===== src/rtl/shared_reg_arbiter.sv =====
// shared_reg_arbiter
//   Round-robin arbiter and write sequencer for one shared WIDTH-bit register.
//   NREQ requesters compete for write access; the winner's data word is captured
//   into q and the winner gets a one-cycle ack. This block is the only writer of q.
//
// Ports
//   clk      in   rising-edge clock
//   rst      in   asynchronous, active-high reset
//   req      in   [NREQ]        request per requester
//   data_in  in   [NREQ*WIDTH]  requester i owns bits [i*WIDTH +: WIDTH]
//   grant    out  [NREQ]        one-hot current owner, zero when idle
//   ack      out  [NREQ]        one-cycle one-hot pulse, owner's write complete
//   q        out  [WIDTH]       shared register contents
//   q_valid  out                one-cycle pulse coincident with the q update
//   q_owner  out  [$clog2(NREQ)] index of the requester that last wrote q
//   busy     out                high whenever the sequencer is not idle
//
// state | meaning
// IDLE  | no transfer in flight; arbitrate on any pending req
// GRANT | winner holds grant; q captures its data on the next edge
// ACK   | ack/q_valid pulse visible; pointer advances to the winner
module shared_reg_arbiter #(
  parameter int NREQ  = 4,
  parameter int WIDTH = 8
) (
  input  logic                     clk,
  input  logic                     rst,
  input  logic [NREQ-1:0]          req,
  input  logic [NREQ*WIDTH-1:0]    data_in,
  output logic [NREQ-1:0]          grant,
  output logic [NREQ-1:0]          ack,
  output logic [WIDTH-1:0]         q,
  output logic                     q_valid,
  output logic [$clog2(NREQ)-1:0]  q_owner,
  output logic                     busy
);

  localparam int PW = $clog2(NREQ);

  typedef enum logic [1:0] {
    IDLE  = 2'd0,
    GRANT = 2'd1,
    ACK   = 2'd2
  } state_t;

  state_t            state, state_nxt;
  logic [PW-1:0]     ptr, ptr_nxt;
  logic [PW-1:0]     win, win_nxt;
  logic [NREQ-1:0]   grant_nxt, ack_nxt;
  logic [WIDTH-1:0]  q_nxt;
  logic              q_valid_nxt, busy_nxt;
  logic [PW-1:0]     q_owner_nxt;

  logic              found;
  logic [PW-1:0]     sel;
  logic [PW:0]       sum;

  // Search ptr+1, ptr+2, ... modulo NREQ; the first set request wins. Starting
  // one past the last winner is what makes a re-requesting owner lose to others.
  always_comb begin
    found = 1'b0;
    sel   = '0;
    sum   = '0;
    for (int k = 1; k <= NREQ; k++) begin
      sum = {1'b0, ptr} + (PW+1)'(k);
      if (sum >= (PW+1)'(NREQ)) sum = sum - (PW+1)'(NREQ);
      if (!found && req[sum[PW-1:0]]) begin
        found = 1'b1;
        sel   = sum[PW-1:0];
      end
    end
  end

  always_comb begin
    state_nxt   = state;
    ptr_nxt     = ptr;
    win_nxt     = win;
    grant_nxt   = grant;
    ack_nxt     = '0;
    q_nxt       = q;
    q_valid_nxt = 1'b0;
    q_owner_nxt = q_owner;
    busy_nxt    = busy;
    case (state)
      IDLE: begin
        if (found) begin
          win_nxt        = sel;
          grant_nxt      = '0;
          grant_nxt[sel] = 1'b1;
          busy_nxt       = 1'b1;
          state_nxt      = GRANT;
        end
      end
      GRANT: begin
        // req is deliberately not rechecked: a withdrawn request still completes.
        q_nxt       = data_in[int'(win)*WIDTH +: WIDTH];
        q_owner_nxt = win;
        q_valid_nxt = 1'b1;
        ack_nxt     = grant;
        state_nxt   = ACK;
      end
      ACK: begin
        grant_nxt = '0;
        ptr_nxt   = win;
        busy_nxt  = 1'b0;
        state_nxt = IDLE;
      end
      default: begin
        grant_nxt = '0;
        busy_nxt  = 1'b0;
        state_nxt = IDLE;
      end
    endcase
  end

  always_ff @(posedge clk or posedge rst) begin
    if (rst) begin
      state   <= IDLE;
      ptr     <= PW'(NREQ-1);
      win     <= '0;
      grant   <= '0;
      ack     <= '0;
      q       <= '0;
      q_valid <= 1'b0;
      q_owner <= '0;
      busy    <= 1'b0;
    end else begin
      state   <= state_nxt;
      ptr     <= ptr_nxt;
      win     <= win_nxt;
      grant   <= grant_nxt;
      ack     <= ack_nxt;
      q       <= q_nxt;
      q_valid <= q_valid_nxt;
      q_owner <= q_owner_nxt;
      busy    <= busy_nxt;
    end
  end

endmodule

===== config.mk =====
export PLATFORM = sky130hd
export DESIGN_NAME = shared_reg_arbiter
export DESIGN_NICKNAME = d
export VERILOG_FILES = /design/src/rtl/shared_reg_arbiter.sv
export SDC_FILE = /design/constraint.sdc
export NUM_CORES = 1
export LEC_CHECK = 0
export CAP_MARGIN = 20
export CORE_MARGIN = 1.5
export CORE_UTILIZATION = 55
export DETAILED_ROUTE_END_ITERATION = 8
export DONT_BUFFER_PORTS = 1
export PLACE_DENSITY = 0.73
export SKIP_LAST_GASP = 1
export SLEW_MARGIN = 0
export SYNTH_ARGS = -nofsm -noshare
export SYNTH_HDL_FRONTEND = slang
export SYNTH_SLANG_ARGS = --single-unit

===== constraint.sdc =====
create_clock -name clk -period 1.5 [get_ports clk]
set_clock_uncertainty 0.15 [all_clocks]
set_input_delay 0.45 -clock clk [delete_from_list [all_inputs] [get_ports clk]]
set_output_delay 0.45 -clock clk [all_outputs]
set_load 0.05 [all_outputs]

==> impl_metrics.py, run 1 <==
metrics = {
    "clocking": {
        "clk_root_buffer_cell": "clkbuf_4",
        "clockBufferDepth": 2,
        "cts_tree": "yes",
        "cts_max_level": 1,
        "clk_latency_ns": 0.32,
        "cts.reportedPaths.clkPinSlew_ns": 0.14,
        "cts-buffers-inserted": 3,
        "cts.sinks": 26,
    },
    "timing": {
        "rsz0062_at_grt": "yes",
        "period_share_pct": 106,
        "min_period_ns": 1.59,
        "relSlewSlack_pct": 73.9,
        "setup_violations": 10,
        "final_max_slew_viol_count": 0,
        "tightest_slew_ns": 0.391,
        "finalSetupTns_ns": -0.587,
        "hold_viol_final": 0,
        "worst_slack_ns": -0.0910,
        "clock.fmax_mhz": 629,
    },
    "yosys": {
        "synth_edf_count": 0,
        "synth_top_area_share_pct": 46.4,
        "syn_area_sq_um": 1290,
        "synth_cells": 89,
        "synth_ff_type": "dfrtp_1",
        "yosys_warnings": 0,
        "synth-seq-cells": 26,
        "yosysTopAreaCell": "dfrtp_1",
        "synth.distinct_cells": 29,
        "avgSynthCellArea_sq_um": 14.6,
        "synth_nets": 127,
        "ys_async_sr_fraction_pct": 100,
        "synth_seq_area_share_pct": 50.4,
        "yosys-top-cells-area": "dfrtp_1 46%, mux4_2 12%, mux2_4 9.3%, mux2_2 4.3%, dfstp_2 4.1%",
    },
    "setup_path": {
        "reg2reg_slack_ns": -0.09,
        "slowest_delay_ns": 0.49,
        "r2r-start": "win[0]",
        "reg2regPathDepth": 3,
        "critical_path_class": "flop to flop",
        "path_delay_family": "multiplexers",
        "worstPathRequired_ns": 1.58,
        "cp_num_buf_inv": 1,
        "slowest_stage": "mux4_2",
        "reg2reg_to": "q[2]",
        "crit_path_cell_trace": "buf_4 -> mux4_2 -> mux2_4",
        "worstSetupStartpointType": "flop",
        "arrival_ns": 1.67,
        "crit_path_max_fanout": 5,
        "critPathCaptureType": "flop",
    },
    "min_path": {
        "hold_start": "req[2]",
        "worstHoldPathType": "input port to flop",
        "hold-path-endpoint": "win[0]",
        "holdPathStages": 2,
    },
    "drt": {
        "wirelength_microns": 2660,
        "drt_pass1_iterations": 2,
        "vias": 805,
        "wl_per_cell_microns": 20.0,
        "antenna_left": 0,
        "drtIter0Drc": 3,
        "route.detailed.drc": 0,
        "via_per_inst": 6.05,
    },
    "cells_and_area": {
        "post-route-util_pct": 72.2,
        "final_cells": 133,
        "layout_commonest_cell": "dfrtp_2",
        "drive_gt1_share_pct": 73.3,
        "diodes": 0,
        "nets": 144,
        "most-common-layout-cells": "20 x dfrtp_2, 13 x buf_4, 9 x mux2_4",
        "fin_area_sq_um": 1600,
        "area_growth_pct": 23.3,
    },
    "power_and_ir_drop": {
        "cellLeakagePower_nw": 0.649,
        "ir_drop_uv": 1370,
        "p_per_area_nw_per_um2": 2680,
    },
    "grt": {
        "grt_pass1_vias": 807,
        "grt_usage_pct": 20.1,
        "overflow": 0,
        "grt_max_degree": 16,
        "grt_antenna_before_repair": 0,
        "grt_pass1_wl_microns": 3880,
    },
    "floorplanning": {
        "die_h_microns": 51.5,
        "start_util_pct": 58.5,
        "io_pins": 58,
        "core_area_sq_um": 2210,
        "dieWidth_microns": 51.5,
        "num_rows": 17,
        "dieArea_sq_um": 2650,
    },
    "place": {
        "place_congestion": 0.705,
        "placed_area_sq_um": 1410,
        "dp.cells": 125,
        "hpwl_microns": 1940,
        "portBuffers": 0,
    },
    "run_status": {
        "status": "complete, but fails checks",
        "violations": "negative setup slack",
    },
    "run": {
        "maxCapViolations": 0,
    },
}
cell type report:
class	count	area (sq um)
Clock buffer	3	22.5
Tap cell	28	35.0
Sequential cell	26	678
Clock inverter	1	30.0
Inverter	4	17.5
Timing Repair Buffer	16	139
Multi-Input combinational cell	55	674
Fill cell	143	616
worst max-delay path by stage:
stage	startpoint	depth (start not counted)	to
after floorplan	win[0]	3	q[0]
after global placement	win[0]	3	q[7]
after detailed placement	win[0]	3	q[7]
after CTS	win[0]	3	q[1]
after global routing	win[0]	3	q[2]
final	win[0]	3	q[2]
cells in the mapped netlist (all sizes together), types with 2 or more instances:
library cell   n
nand2          2
a211oi         2
mux2          13
dfstp          2
a31o           2
o32ai          2
buf            3
mux4           8
dfrtp         24
nand2b         3
inv            4
nor2b          3
nor3b          2
a21oi          2
nor2           5
o21ai          2
and2           4
report_power, final:
part	switching, mW	total [mW]	internal [mW]
sequential	1.10	2.18	1.07
combinational	0.584	1.63	1.05
clock	0.202	0.472	0.270
through the flow:
step	hold slack, ns	power, mW	setup WS (ns)
final	0.272	4.28	-0.0910
after global routing	0.261	4.48	-0.138
after CTS	0.275	4.17	-0.102
after detailed placement	0.213	3.54	-0.0983
after global placement	0.210	3.50	-0.0672
after floorplan	0.339	3.16	-0.0234
per-layer routing:
layer  track usage, %  vias to the layer above  routed length, microns
met1             25.3                      403                    1020
met5                0                        -                       0
met3             9.20                        2                     284
met2             31.0                       37                    1330
met4             6.58                        0                      23
li1                 -                      363                       -
worst register-to-register path, stage by stage (launching register included):
cell,delay [ns]
dfrtp_1,0.42
buf_4,0.17
mux4_2,0.49
mux2_4,0.26
kinds of logic (layout without fill, tap and decap cells):
logic type	count (synthesis)	count (layout)	synth area share (%)
AND/OR/NAND/NOR	21	21	10.0
flip-flops	26	26	50.4
buffers and inverters	8	24	3.57
AO/OA/AOI/OAI	12	12	7.34
multiplexers	22	22	28.6
sequential cells by signal, summed over array words and instances, names as in the netlist:
| name | flops |
|---|---|
| busy | 1 |
| q_valid | 1 |
| q | 8 |
| ptr | 2 |
| grant | 4 |
| state | 2 |
| ack | 4 |
| q_owner | 2 |
| win | 2 |
what timing repair did:
item                                    in CTS  in global routing
endpoints found under the setup margin      32                 19
cloned                                       0                  0
pin swaps                                    2                  7
endpoints found under the hold margin       24                  0
setup buffers                                3                  1
resized for setup                           26                 10
hold buffers                                 1                  0
Note: power is estimated with default switching activity, not from simulation.
==> run 2: changes to the inputs <==
--- a/config.mk
+++ b/config.mk
@@ -10,6 +10,7 @@
 export CORE_UTILIZATION = 55
 export DETAILED_ROUTE_END_ITERATION = 8
 export DONT_BUFFER_PORTS = 1
+export GPL_TIMING_DRIVEN = 0
 export PLACE_DENSITY = 0.73
 export SKIP_LAST_GASP = 1
 export SLEW_MARGIN = 0
==> impl_metrics.py, run 2 (same netlist as run 1, synthesis figures left out) <==
metrics = {
    "floorplanning": {
        "dieWidth_microns": 51.5,
        "dieArea_sq_um": 2650,
        "core_area_sq_um": 2210,
        "die_h_microns": 51.5,
        "start_util_pct": 58.5,
        "io_pins": 58,
        "num_rows": 17,
    },
    "timing": {
        "clock.fmax_mhz": 626,
        "relSlewSlack_pct": 37.2,
        "final_max_slew_viol_count": 0,
        "tightest_slew_ns": 0.941,
        "setup_violations": 12,
        "period_share_pct": 106,
        "min_period_ns": 1.60,
        "rsz0062_at_grt": "yes",
        "worst_slack_ns": -0.0965,
        "hold_viol_final": 0,
        "hold_ws_ns": 0.0605,
    },
    "cells_and_area": {
        "multiInputGateArea_sq_um": 629,
        "n_fill_cell": 158,
        "seqCellArea_sq_um": 678,
        "area_growth_pct": 17.5,
        "nets": 144,
        "largest_reg_flops": 8,
        "largestRegisters": "q x8, ack x4, grant x4",
        "drive_gt1_share_pct": 72.4,
        "top_register": "q",
        "layout_commonest_cell": "dfrtp_2",
        "most-common-layout-cells": "20 x dfrtp_2, 13 x buf_4, 8 x mux4_2, 8 x mux2_4",
        "final_cells": 133,
        "diodes": 0,
    },
    "run_status": {
        "status": "complete, but fails checks",
        "violations": "negative setup slack",
    },
    "setup_path": {
        "worstSetupStartpointType": "flop",
        "reg2reg_slack_ns": -0.1,
        "reg2regPathDepth": 3,
        "r2r-start": "win[0]",
        "worstPathRequired_ns": 1.57,
        "crit_path_cell_trace": "buf_6 -> mux4_2 -> mux2_4",
        "critical_path_class": "flop to flop",
        "crit_path_max_fanout": 5,
        "slowest_stage": "mux4_2",
        "cp_num_buf_inv": 1,
        "critPathCaptureType": "flop",
        "slowest_delay_ns": 0.51,
        "reg2reg_to": "q[5]",
        "path_delay_family": "multiplexers",
        "arrival_ns": 1.67,
    },
    "drt": {
        "route.detailed.drc": 0,
        "drt_pass1_iterations": 4,
        "antenna_left": 0,
        "via_per_inst": 6.11,
        "wirelength_microns": 2670,
        "vias": 812,
        "wl_per_cell_microns": 20.0,
        "drtIter0Drc": 12,
    },
    "clocking": {
        "cts.reportedPaths.clkPinSlew_ns": 0.14,
        "cts-buffers-inserted": 3,
        "clockBufferDepth": 2,
        "cts_max_level": 1,
        "cts_tree": "yes",
        "clk_root_buffer_cell": "clkbuf_4",
        "cts.sinks": 26,
        "clk_latency_ns": 0.32,
    },
    "place": {
        "place_congestion": 0.703,
        "portBuffers": 0,
        "dp.cells": 117,
        "hpwl_microns": 1830,
    },
    "power_and_ir_drop": {
        "p_per_area_nw_per_um2": 2690,
        "cellLeakagePower_nw": 0.624,
        "ir_drop_uv": 1930,
    },
    "min_path": {
        "worstHoldPathType": "input port to asynchronous set/reset pin",
    },
    "grt": {
        "grt_pass1_vias": 825,
        "overflow": 0,
        "grt_max_degree": 27,
        "grt_pass1_wl_microns": 3930,
        "grt_antenna_before_repair": 0,
        "grt_usage_pct": 20.8,
    },
    "run": {
        "maxCapViolations": 0,
    },
}
-- run 2: worst max path at each step --
stage | from | to | slack, ns | depth (start not counted)
floorplan | win[0] | q[0] | -0.02 | 3
global placement | win[1] | q[0] | -0.17 | 3
detailed placement | win[1] | q[5] | -0.23 | 3
CTS | win[0] | q[5] | -0.1 | 3
global route | win[0] | q[5] | -0.14 | 3
finish | win[0] | q[5] | -0.1 | 3
-- run 2: layout make-up --
| cell class | count | share of cell area (%) |
|---|---|---|
| Clock buffer | 4 | 2.38 |
| Tap cell | 28 | 2.30 |
| Buffer | 4 | 2.30 |
| Sequential cell | 26 | 44.6 |
| Timing Repair Buffer | 12 | 5.92 |
| Multi-Input combinational cell | 55 | 41.4 |
| Inverter | 4 | 1.15 |
-- run 2: repair_timing --
action | 4_1_cts | 5_1_grt
resized for setup | 25 | 5
pin swaps | 2 | 3
hold buffers | 0 | 0
setup endpoints to repair | 33 | 20
buffers inserted | 6 | 5
cloned | 1 | 0
-- run 2: report_power, final --
| part | switching [mW] | internal (mW) | total (mW) |
|---|---|---|---|
| Combinational | 0.609 | 1.00 | 1.61 |
| Clock | 0.203 | 0.148 | 0.352 |
| Sequential | 1.06 | 1.07 | 2.13 |
| Total | 1.87 | 2.23 | 4.10 |
-- run 2: layer usage --
metal  share of wire [%]  track usage [%]
met2                  53             35.0
met5                   0                0
met1                  38             23.9
met4                 1.4             10.1
met3                 8.0             6.61
-- run 2: per-stage QoR --
step | total power [mW] | TNS, ns | setup WS (ns) | cell area (sq um) | util, %
2_1_floorplan | 3.16 | -0.163 | -0.0234 | 1310 | -
3_3_place_gp | 3.34 | -1.41 | -0.174 | 1340 | 60.6
3_5_place_dp | 3.39 | -1.75 | -0.231 | 1340 | 60.6
4_1_cts | 3.96 | -0.744 | -0.0999 | 1470 | 66.5
5_1_grt | 4.29 | -1.39 | -0.144 | 1520 | 68.8
6_report | 4.10 | -0.800 | -0.0965 | 1520 | 68.8
==> run 3: changes to the inputs <==
--- a/config.mk
+++ b/config.mk
@@ -5,13 +5,14 @@
 export SDC_FILE = /design/constraint.sdc
 export NUM_CORES = 1
 export LEC_CHECK = 0
+export ABC_AREA = 1
 export CAP_MARGIN = 20
 export CORE_MARGIN = 1.5
-export CORE_UTILIZATION = 55
+export CORE_UTILIZATION = 56
 export DETAILED_ROUTE_END_ITERATION = 8
 export DONT_BUFFER_PORTS = 1
 export GPL_TIMING_DRIVEN = 0
-export PLACE_DENSITY = 0.73
+export PLACE_DENSITY = 0.74
 export SKIP_LAST_GASP = 1
 export SLEW_MARGIN = 0
 export SYNTH_ARGS = -nofsm -noshare
==> impl_metrics.py, run 3 <==
metrics = {
    "setup_path": {
        "reg2reg_slack_ns": -0.37,
        "arrival_ns": 1.93,
        "crit_path_max_fanout": 5,
        "reg2reg_to": "grant[0]",
        "worstSetupStartpointType": "flop",
        "r2r-start": "ptr[0]",
        "critPathCaptureType": "flop",
        "critical_path_class": "flop to flop",
        "worstPathRequired_ns": 1.57,
        "reg2regPathDepth": 13,
    },
    "yosys": {
        "synth.distinct_cells": 24,
        "synth_nets": 254,
        "synth_ff_type": "dfrtp_1",
        "avgSynthCellArea_sq_um": 7.18,
        "synth_top_area_share_pct": 38.7,
        "yosys_warnings": 0,
        "yosys.cell_count.top_type": "nand2_1",
        "synth_cells": 216,
        "synth-seq-cells": 26,
        "synth_seq_area_share_pct": 42.1,
        "yosysTopAreaCell": "dfrtp_1",
        "syn_area_sq_um": 1550,
        "synth_edf_count": 0,
        "ys_top_cells_by_count": "63 x nand2_1, 35 x nor2_1, 24 x dfrtp_1, 20 x o21ai_0, 17 x inv_1",
        "ys_async_sr_fraction_pct": 100,
        "yosys-top-cells-area": "dfrtp_1 39%, nand2_1 15%, nor2_1 8.5%, o21ai_0 6.5%, nand3_1 4.5%",
    },
    "power_and_ir_drop": {
        "ir_drop_uv": 1650,
        "p_per_area_nw_per_um2": 2660,
        "cellLeakagePower_nw": 0.920,
        "power_mw": 4.94,
    },
    "drt": {
        "antenna_left": 0,
        "wl_per_cell_microns": 13.6,
        "route.detailed.drc": 0,
        "vias": 1431,
        "drt_pass1_iterations": 4,
        "drtIter0Drc": 50,
        "wirelength_microns": 3550,
        "via_per_inst": 5.48,
    },
    "cells_and_area": {
        "final_cells": 261,
        "post-route-util_pct": 72.8,
        "area_growth_pct": 19.4,
        "largest_reg_flops": 8,
        "largestRegisters": "q x8, ack x4, grant x4",
        "drive_gt1_share_pct": 34.2,
        "n_fill_cell": 216,
        "most-common-layout-cells": "52 x nand2_1, 34 x nor2_1, 20 x o21ai_0",
        "diodes": 0,
        "nets": 270,
        "layout_commonest_cell": "nand2_1",
        "top_register": "q",
    },
    "timing": {
        "setup_violations": 14,
        "min_period_ns": 1.87,
        "period_share_pct": 125,
        "hold_viol_final": 0,
        "relSlewSlack_pct": 65.6,
        "rsz0062_at_grt": "yes",
        "final_max_slew_viol_count": 0,
        "clock.fmax_mhz": 535,
        "tightest_slew_ns": 0.516,
        "worst_slack_ns": -0.368,
    },
    "run_status": {
        "status": "complete, but fails checks",
        "violations": "negative setup slack",
    },
    "grt": {
        "overflow": 0,
        "grt_max_degree": 27,
        "grt_pass1_vias": 1282,
        "grt_antenna_before_repair": 0,
        "grt_usage_pct": 22.5,
        "grt_pass1_wl_microns": 5660,
    },
    "clocking": {
        "cts.sinks": 26,
        "clk_root_buffer_cell": "clkbuf_4",
        "clk_latency_ns": 0.32,
        "cts.reportedPaths.clkPinSlew_ns": 0.14,
        "cts_tree": "yes",
        "cts_max_level": 1,
        "clockBufferDepth": 2,
        "cts-buffers-inserted": 3,
    },
    "floorplanning": {
        "start_util_pct": 61.0,
        "dieWidth_microns": 55.6,
        "num_rows": 18,
        "die_h_microns": 55.6,
        "dieArea_sq_um": 3100,
        "io_pins": 58,
        "core_area_sq_um": 2540,
    },
    "place": {
        "hpwl_microns": 2450,
        "place_congestion": 0.839,
        "portBuffers": 0,
        "dp.cells": 246,
    },
    "min_path": {
        "hold-path-endpoint": "q[3]",
        "holdPathStages": 2,
        "hold_start": "data_in[11]",
        "worstHoldPathType": "input port to flop",
    },
    "run": {
        "maxCapViolations": 0,
    },
}
[run 3: cell types whose count changed after synthesis, sizes merged, moves of 5 or more]
cell    previous run  this run
o21ai              2        22
nand2              2        73
nand3              0        15
mux4               8         0
o22ai              0         5
nor2               5        36
clkbuf             1         6
inv                4        21
mux2              13         0
[run 3: what timing repair did]
action | in CTS | in global routing
resized for setup | 26 | 22
gates cloned | 0 | 0
hold buffers | 0 | 1
pin swaps | 10 | 10
hold endpoints to repair | 0 | 6
endpoints found under the setup margin | 38 | 35
buffers inserted | 9 | 3
[run 3: logic make-up (layout without fill, tap and decap cells)]
| group | Yosys count | after routing | share of synthesized area (%) |
|---|---|---|---|
| and+or+nand+nor | 128 | 128 | 37.3 |
| AOI/OAI and AO/OA | 31 | 31 | 11.6 |
| buffers and inverters | 31 | 46 | 8.95 |
| DFF | 26 | 26 | 42.1 |
[run 3: critical path, stage by stage (launching register included)]
cell     delay [ns]
dfstp_2        0.57
inv_2          0.06
buf_6          0.12
buf_4          0.13
nand2_1        0.05
nand3_1        0.08
nand2_2        0.09
nand4_1        0.09
nand2_1        0.08
inv_1          0.04
nand2_2        0.11
inv_1          0.07
nand3_2        0.05
nand2_1        0.05
[run 3: metrics by stage]
| stage | worst slack [ns] | hold WS [ns] | setup TNS (ns) | area, sq um |
|---|---|---|---|---|
| finish | -0.368 | 0.184 | -2.96 | 1850 |
| CTS | -0.354 | 0.0769 | -3.27 | 1750 |
| global route | -0.445 | 0.210 | -3.92 | 1850 |
| global placement | -0.285 | 0.393 | -3.25 | 1600 |
| detailed placement | -0.322 | 0.400 | -3.76 | 1600 |
| floorplan | -0.179 | 0.339 | -1.21 | 1560 |
[run 3: worst max-delay path by stage]
stage	slack [ns]	end	cells after the start	from
2_1_floorplan	-0.18	win[1]	12	ptr[1]
3_3_place_gp	-0.29	grant[3]	9	ptr[0]
3_5_place_dp	-0.32	grant[3]	9	ptr[0]
4_1_cts	-0.35	grant[0]	11	ptr[0]
5_1_grt	-0.45	grant[3]	11	ptr[0]
6_report	-0.37	grant[0]	13	ptr[0]
[run 3: power by group]
group / internal (mW) / leakage [nW] / switching [mW]
Sequential: 1.03 / 0.304 / 0.933
Combinational: 1.06 / 0.601 / 1.61
Clock: 0.104 / 0.0150 / 0.194
Total: 2.20 / 0.920 / 2.74
[run 3: per-layer routing]
layer | global-route usage, % | vias to the layer above | part of all wire [%]
met2 | 38.9 | 54 | 51
met4 | 6.62 | 0 | 0.96
met5 | 0 | - | 0
met1 | 28.2 | 658 | 42
met3 | 4.65 | 4 | 6.0
li1 | - | 715 | -
[run 3: area by class of cell]
cell class	count	area [sq um]	area share [%]
multi-input cells	159	852	46.0
flip-flops and latches	26	673	36.3
repair buffers	14	128	6.89
well taps	30	37.5	2.03
inverters	21	83.8	4.52
clock buffers	4	26.3	1.42
plain buffers	7	52.6	2.84
